==> config.mk <==
export PLATFORM = sky130hd
export DESIGN_NAME = arb_burst_mux_flat
export DESIGN_NICKNAME = d
export VERILOG_FILES = /design/src/rtl/arb_burst_pkg.sv /design/src/rtl/arb_burst_mux_if.sv /design/src/rtl/arb_out_reg.sv /design/src/rtl/arb_burst_mux.sv /design/src/flat_wrapper.sv
export SDC_FILE = /design/constraint.sdc
export NUM_CORES = 1
export LEC_CHECK = 0
export CORE_MARGIN = 3
export CORE_UTILIZATION = 30
export CTS_CLUSTER_DIAMETER = 120
export DETAILED_ROUTE_END_ITERATION = 12
export PLACE_DENSITY = 0.63
export SYNTH_ARGS = -nofsm -noshare
export SYNTH_HDL_FRONTEND = slang
export SYNTH_SLANG_ARGS = --single-unit
==> constraint.sdc <==
create_clock -name clk -period 4.5 [get_ports clk]
set_clock_uncertainty 0.15 [all_clocks]
set_input_delay 1.125 -clock clk [delete_from_list [all_inputs] [get_ports clk]]
set_output_delay 1.125 -clock clk [all_outputs]
set_load 0.01 [all_outputs]
==> src/rtl/arb_burst_pkg.sv <==
// Shared constants for the burst mux that sits behind the two-requester arbiter.
package arb_burst_pkg;

    // Default data width, beats per grant and burst counter width.
    localparam int DEF_DW    = 8;
    localparam int DEF_BURST = 4;
    localparam int DEF_CW    = 8;

    // FSM encoding. All four codes are in use; the default branch still routes to IDLE.
    typedef enum logic [1:0] {
        ST_IDLE     = 2'd0,
        ST_XFER0    = 2'd1,
        ST_XFER1    = 2'd2,
        ST_WAIT_REL = 2'd3
    } state_t;

    // True when the counter has reached the last beat of a burst.
    function automatic logic is_last(input logic [DEF_CW-1:0] cnt, input int burst);
        return cnt == DEF_CW'(burst - 1);
    endfunction

endpackage

==> src/rtl/arb_burst_mux_if.sv <==
// Bundle of grant, source and output-channel signals around arb_burst_mux.
interface arb_burst_mux_if
    import arb_burst_pkg::*;
#(
    parameter int DW = DEF_DW
);
    // grants from the arbiter
    logic          gnt0;
    logic          gnt1;
    // source 0 / source 1 streams
    logic [DW-1:0] din0;
    logic          vld0;
    logic          rdy0;
    logic [DW-1:0] din1;
    logic          vld1;
    logic          rdy1;
    // shared output channel
    logic [DW-1:0] dout;
    logic          dout_vld;
    logic          dout_rdy;
    // status
    logic          done0;
    logic          done1;
    logic          busy;
    logic          err;

    // The mux itself.
    modport slave (
        input  gnt0, gnt1, din0, vld0, din1, vld1, dout_rdy,
        output rdy0, rdy1, dout, dout_vld, done0, done1, busy, err
    );

    // Arbiter, sources and sink as seen from outside.
    modport master (
        output gnt0, gnt1, din0, vld0, din1, vld1, dout_rdy,
        input  rdy0, rdy1, dout, dout_vld, done0, done1, busy, err
    );

endinterface

==> src/rtl/arb_out_reg.sv <==
// Single-entry registered output slot. Loads on accept, drains on sink ready,
// and reports whether a new beat can be taken this cycle.
module arb_out_reg
    import arb_burst_pkg::*;
#(
    parameter int DW = DEF_DW
) (
    input  logic          clk,
    input  logic          rst,
    input  logic          load,
    input  logic [DW-1:0] din,
    input  logic          dout_rdy,
    output logic [DW-1:0] dout,
    output logic          dout_vld,
    output logic          space
);

    // Slot is free when empty or when the held beat leaves this cycle.
    assign space = !dout_vld || dout_rdy;

    // Hold register: a load wins over a drain; dout keeps its last value when drained.
    always_ff @(posedge clk or posedge rst) begin
        if (rst) begin
            dout     <= '0;
            dout_vld <= 1'b0;
        end else if (load) begin
            dout     <= din;
            dout_vld <= 1'b1;
        end else if (dout_vld && dout_rdy) begin
            dout_vld <= 1'b0;
        end
    end

endmodule

==> src/rtl/arb_burst_mux.sv <==
// Moves a fixed-length burst from the granted source onto one registered
// output channel, pulses done per source at burst end, and flags grant
// protocol violations from the upstream arbiter.
module arb_burst_mux
    import arb_burst_pkg::*;
#(
    parameter int DW    = DEF_DW,
    parameter int BURST = DEF_BURST,
    parameter int CW    = DEF_CW
) (
    input  logic           clk,
    input  logic           rst,
    arb_burst_mux_if.slave bus
);

    localparam logic [CW-1:0] LAST = CW'(BURST - 1);

    state_t        state;
    state_t        state_nxt;
    logic [CW-1:0] cnt;
    logic [CW-1:0] cnt_nxt;
    logic          done0_q;
    logic          done1_q;
    logic          err_q;
    logic          done0_nxt;
    logic          done1_nxt;
    logic          err_nxt;

    logic [1:0]    gnt;
    logic [1:0]    vld;
    logic [1:0]    rdy;
    logic [1:0]    acc;
    logic          space;
    logic          load;
    logic [DW-1:0] load_data;

    assign gnt = {bus.gnt1, bus.gnt0};
    assign vld = {bus.vld1, bus.vld0};

    // Ready needs the matching transfer state, a still-asserted grant (so a
    // grant drop blocks the accept in that same cycle) and a free output slot.
    assign rdy[0] = !rst && (state == ST_XFER0) && gnt[0] && space;
    assign rdy[1] = !rst && (state == ST_XFER1) && gnt[1] && space;
    assign acc    = vld & rdy;

    // At most one of acc[1:0] can be set, since only one XFER state is active.
    assign load      = |acc;
    assign load_data = acc[1] ? bus.din1 : bus.din0;

    arb_out_reg #(.DW(DW)) u_out (
        .clk      (clk),
        .rst      (rst),
        .load     (load),
        .din      (load_data),
        .dout_rdy (bus.dout_rdy),
        .dout     (bus.dout),
        .dout_vld (bus.dout_vld),
        .space    (space)
    );

    // State, beat counter and registered status pulses.
    always_ff @(posedge clk or posedge rst) begin
        if (rst) begin
            state   <= ST_IDLE;
            cnt     <= '0;
            done0_q <= 1'b0;
            done1_q <= 1'b0;
            err_q   <= 1'b0;
        end else begin
            state   <= state_nxt;
            cnt     <= cnt_nxt;
            done0_q <= done0_nxt;
            done1_q <= done1_nxt;
            err_q   <= err_nxt;
        end
    end

    // Next-state, counter and pulse decode.
    always_comb begin
        state_nxt = state;
        cnt_nxt   = cnt;
        done0_nxt = 1'b0;
        done1_nxt = 1'b0;
        err_nxt   = 1'b0;
        case (state)
            ST_IDLE: begin
                cnt_nxt = '0;
                if (gnt[0] && gnt[1]) begin
                    err_nxt = 1'b1;
                end else if (gnt[0]) begin
                    state_nxt = ST_XFER0;
                end else if (gnt[1]) begin
                    state_nxt = ST_XFER1;
                end
            end
            ST_XFER0: begin
                if (!gnt[0]) begin
                    // grant pulled mid-burst: abandon it, no done
                    state_nxt = ST_IDLE;
                    cnt_nxt   = '0;
                    err_nxt   = 1'b1;
                end else begin
                    // the other grant rising is reported but otherwise ignored
                    if (gnt[1]) err_nxt = 1'b1;
                    if (acc[0]) begin
                        if (cnt == LAST) begin
                            state_nxt = ST_WAIT_REL;
                            cnt_nxt   = '0;
                            done0_nxt = 1'b1;
                        end else begin
                            cnt_nxt = cnt + 1'b1;
                        end
                    end
                end
            end
            ST_XFER1: begin
                if (!gnt[1]) begin
                    state_nxt = ST_IDLE;
                    cnt_nxt   = '0;
                    err_nxt   = 1'b1;
                end else begin
                    if (gnt[0]) err_nxt = 1'b1;
                    if (acc[1]) begin
                        if (cnt == LAST) begin
                            state_nxt = ST_WAIT_REL;
                            cnt_nxt   = '0;
                            done1_nxt = 1'b1;
                        end else begin
                            cnt_nxt = cnt + 1'b1;
                        end
                    end
                end
            end
            ST_WAIT_REL: begin
                // arbiter drops its grant one cycle after the request falls;
                // never start a new burst straight from here
                if (!gnt[0] && !gnt[1]) state_nxt = ST_IDLE;
            end
            default: begin
                state_nxt = ST_IDLE;
                cnt_nxt   = '0;
            end
        endcase
    end

    assign bus.rdy0  = rdy[0];
    assign bus.rdy1  = rdy[1];
    assign bus.done0 = done0_q;
    assign bus.done1 = done1_q;
    assign bus.err   = err_q;
    assign bus.busy  = (state != ST_IDLE);

endmodule

==> src/flat_wrapper.sv <==
// flat-port wrapper written by rule: the top's interface ports become plain ports
module arb_burst_mux_flat import arb_burst_pkg::*;
#(
    parameter int DW    = DEF_DW,
    parameter int BURST = DEF_BURST,
    parameter int CW    = DEF_CW
)
  (clk, rst, bus_gnt0, bus_gnt1, bus_din0, bus_vld0, bus_din1, bus_vld1, bus_dout_rdy, bus_rdy0, bus_rdy1, bus_dout, bus_dout_vld, bus_done0, bus_done1, bus_busy, bus_err);
  arb_burst_mux_if #(.DW(DW)) bus_i ();
  input  logic clk;
  input  logic rst;
  input wire logic [$bits(bus_i.gnt0)-1:0] bus_gnt0;
  input wire logic [$bits(bus_i.gnt1)-1:0] bus_gnt1;
  input wire logic [$bits(bus_i.din0)-1:0] bus_din0;
  input wire logic [$bits(bus_i.vld0)-1:0] bus_vld0;
  input wire logic [$bits(bus_i.din1)-1:0] bus_din1;
  input wire logic [$bits(bus_i.vld1)-1:0] bus_vld1;
  input wire logic [$bits(bus_i.dout_rdy)-1:0] bus_dout_rdy;
  output wire logic [$bits(bus_i.rdy0)-1:0] bus_rdy0;
  output wire logic [$bits(bus_i.rdy1)-1:0] bus_rdy1;
  output wire logic [$bits(bus_i.dout)-1:0] bus_dout;
  output wire logic [$bits(bus_i.dout_vld)-1:0] bus_dout_vld;
  output wire logic [$bits(bus_i.done0)-1:0] bus_done0;
  output wire logic [$bits(bus_i.done1)-1:0] bus_done1;
  output wire logic [$bits(bus_i.busy)-1:0] bus_busy;
  output wire logic [$bits(bus_i.err)-1:0] bus_err;
  assign bus_i.gnt0 = bus_gnt0;
  assign bus_i.gnt1 = bus_gnt1;
  assign bus_i.din0 = bus_din0;
  assign bus_i.vld0 = bus_vld0;
  assign bus_i.din1 = bus_din1;
  assign bus_i.vld1 = bus_vld1;
  assign bus_i.dout_rdy = bus_dout_rdy;
  assign bus_rdy0 = bus_i.rdy0;
  assign bus_rdy1 = bus_i.rdy1;
  assign bus_dout = bus_i.dout;
  assign bus_dout_vld = bus_i.dout_vld;
  assign bus_done0 = bus_i.done0;
  assign bus_done1 = bus_i.done1;
  assign bus_busy = bus_i.busy;
  assign bus_err = bus_i.err;
  arb_burst_mux #(.DW(DW), .BURST(BURST), .CW(CW)) u_core (.clk(clk), .rst(rst), .bus(bus_i));
endmodule
==> flow_summary.toml, run 1 <==
[worst_setup_path]
worst_r2r_endpoint = "u_core.cnt[0]"
r2r-start = "u_core.state[1]"
reg2regPathDepth = 6
cp-start-kind = "input port"
cp_max_fo = 8
arrival_ns = 2.75
required_ns = 3.22
r2r_slack_ns = 1.94
crit_type = "in2out"
endpoint_kind = "output pin"

[synth]
yosysTopAreaCellShare_pct = 39.7
syn_avg_cell_area_um2 = 10.5
synth-async-reset-ratio_pct = 100
synth-seq-cells = 22
ys_seq_area_share_pct = 39.7
synth_area_mm2 = 0.00139
synth_edf_count = 0
synth.distinct_cells = 38
synth_nets = 163
synth_most_common_cell = "dfrtp_1"
synthTopCellsByArea = "dfrtp_1, ha_1, mux2i_1"
yosysTopAreaCell = "dfrtp_1"
netlist_instances = 132
ys.flop_type = "dfrtp_1"
yosys_warnings = 0
ys_top_cells_by_count = "dfrtp_1, nand2_1, mux2i_1, o21ai_1, ha_1"

[timing]
maxSlewViolCount = 0
rsz0062_at_grt = "no"
setup_viol = 0
period_share_pct = 89.3
layout_min_cycle_time_ns = 4.02
timing.slew.headroom_pct = 28.5
finalHoldViolations = 0
finalSetupTns_ns = 0
max_freq_ghz = 0.249
worst_slew_pin_slew_ns = 1.07

[min_path]
holdPathEnd = "u_core.u_out.dout[7]"
min_path_type = "reg2reg"
worstHoldPathCells = 2
hold_path.startpoint = "u_core.u_out.dout[7]"

[grt]
grt_usage_pct = 12.2
grt_pass1_vias = 1196
antenna_found_initial = 0
grt_start_max_net_pins = 19
overflow = 0
grt_pass1_wl_mm = 5.36

[clocking]
cts_tree = "yes"
cts_made_buffers = 3
cts_num_sinks = 22
cts-resized-gates = 0
clk_pin_slew_worst_paths_ns = 0.08
post_cts_buffers = 0
clockBufferDepth = 2
cts_max_level = 1
hold_buffers = 0
cts_root_buf = "clkbuf_8"
clock_latency_ns = 0.26

[die]
num_rows = 24
initial_utilization_pct = 31.4
dieArea_mm2 = 0.00547
core-area_mm2 = 0.00441
fp.dieH_um = 73.9
pin_count = 38
die_width_um = 73.9

[run]
maxCapViolCount = 0

[power]
p_clk_share_pct = 16.0
seq_power_share_pct = 33.3
power.density_mw_per_mm2 = 475
intPower_uw = 566
p_sw_uw = 317
switching_share_pct = 35.9
vdd_drop_max_uv = 237
p_comb_share_pct = 50.6
p_leak_uw = 0.000822

[placed_design]
gp_congestion = 0.831
hpwl_mm = 2.46
dp.cells = 217
port_buffers = 37

[detailed_routing]
dr_total_vias = 1163
dr.pass1.iters = 4
wl_per_cell_um = 14.2
wirelength_mm = 3.14
drc_errors = 0
drtIter0Drc = 27
antenna_left = 0
via_per_inst = 5.26

[cells_and_area]
final_cells = 221
num_antenna_cells = 0
final_nets = 201
fillers = 389
drive_gt1_share_pct = 10.7
syn_to_final_growth_pct = 34.3

[outcome]
status = "finished clean"
## how the worst max path moves through the flow
stage               startpoint       end  slack [ns]  depth (start not counted)
detailed placement    bus_gnt0  bus_rdy0        0.48                          4
finish                bus_gnt0  bus_rdy0        0.48                          4
global route          bus_gnt0  bus_rdy0        0.36                          4
CTS                   bus_gnt0  bus_rdy0        0.45                          4
global placement      bus_gnt0  bus_rdy0        0.49                          4
floorplan             bus_gnt0  bus_rdy0        1.55                          3
## flip-flops by register name (all words and copies together), names as in the netlist
register and flops:
u_core.cnt 8, u_core.bus.err 1, u_core.state 2, u_core.bus.done0 1, u_core.bus.done1 1, u_core.u_out.dout_vld 1, u_core.u_out.dout 8
## cell usage in the layout (no fill, tap or decap), types with 2 or more instances in the layout
cell and instances:
clkdlybuf4s50_1 37, dfrtp_1 22, nand2_1 13, mux2i_1 9
o21ai_1 9, ha_1 8, nor2_1 7, inv_1 6
a2111o_1 6, a22o_1 6, clkbuf_8 4, nor4b_4 3
o21ai_0 3, nor3_1 3, nand3_1 3, nor2b_1 2
or3_1 2, a31oi_1 2, a2bb2oi_1 2, and3_2 2
buf_4 2
## cells by family (layout without fill, tap and decap cells)
kind of cell             after synthesis  count (layout)  synth area share, %
XOR/XNOR                               1               1                0.632
flip-flops                            22              22                 39.7
multiplexers                          10              10                 7.59
buffers and inverters                 13              50                 4.52
AND/OR/NAND/NOR                       44              44                 20.1
adder cells (fa/ha/maj)                8               8                 7.23
AO/OA/AOI/OAI                         34              34                 20.1
## through the flow
stage               utilization (%)  area [µm²]  hold slack [ns]  power (µW)  setup slack [ns]
floorplan                         -        1390            0.381         577              1.55
global placement               40.9        1810            0.386         735             0.489
detailed placement             40.9        1810            0.392         745             0.479
CTS                            42.1        1860            0.418         892             0.451
global route                   42.1        1860            0.443         946             0.361
finish                         42.1        1860            0.411         883             0.479
## routing by layer
metal / wire [µm] / global-route usage [%] / share of wire (%)
met5: 0 / 0 / 0
met4: 14 / 2.01 / 0.45
met3: 229 / 3.65 / 7.3
met2: 1530 / 21.8 / 49
met1: 1370 / 14.8 / 44
## power groups by stage
stage / clock, µW / sequential (µW) / combinational, µW
2_1_floorplan: 0 / 309 / 267
3_3_place_gp: 0 / 295 / 439
3_5_place_dp: 0 / 295 / 450
4_1_cts: 146 / 295 / 451
5_1_grt: 153 / 303 / 490
6_report: 141 / 295 / 447
## area by class of cell
type                       instances  area [µm²]  area share (%)
multi-input combinational         97         778            41.8
sequential                        22         551            29.6
timing repair buffer              39         385            20.7
tap                               52        65.1            3.50
clock buffer                       4        55.1            2.96
inverter                           7        26.3            1.41
## critical path, stage by stage
cell,delay (ns)
clkdlybuf4s50_1,0.66
nand2_1,0.19
nor3_1,0.20
clkdlybuf4s50_1,0.57
No activity file was read; power rests on OpenSTA's default activity.
==> run 2: changes to the inputs <==
--- a/config.mk
+++ b/config.mk
@@ -10,6 +10,7 @@
 export CTS_CLUSTER_DIAMETER = 120
 export DETAILED_ROUTE_END_ITERATION = 12
 export PLACE_DENSITY = 0.63
+export SETUP_SLACK_MARGIN = 0.3
 export SYNTH_ARGS = -nofsm -noshare
 export SYNTH_HDL_FRONTEND = slang
 export SYNTH_SLANG_ARGS = --single-unit
==> results of run 2 <==
No change in the layout: final DEF, timing and power equal those of run 1.
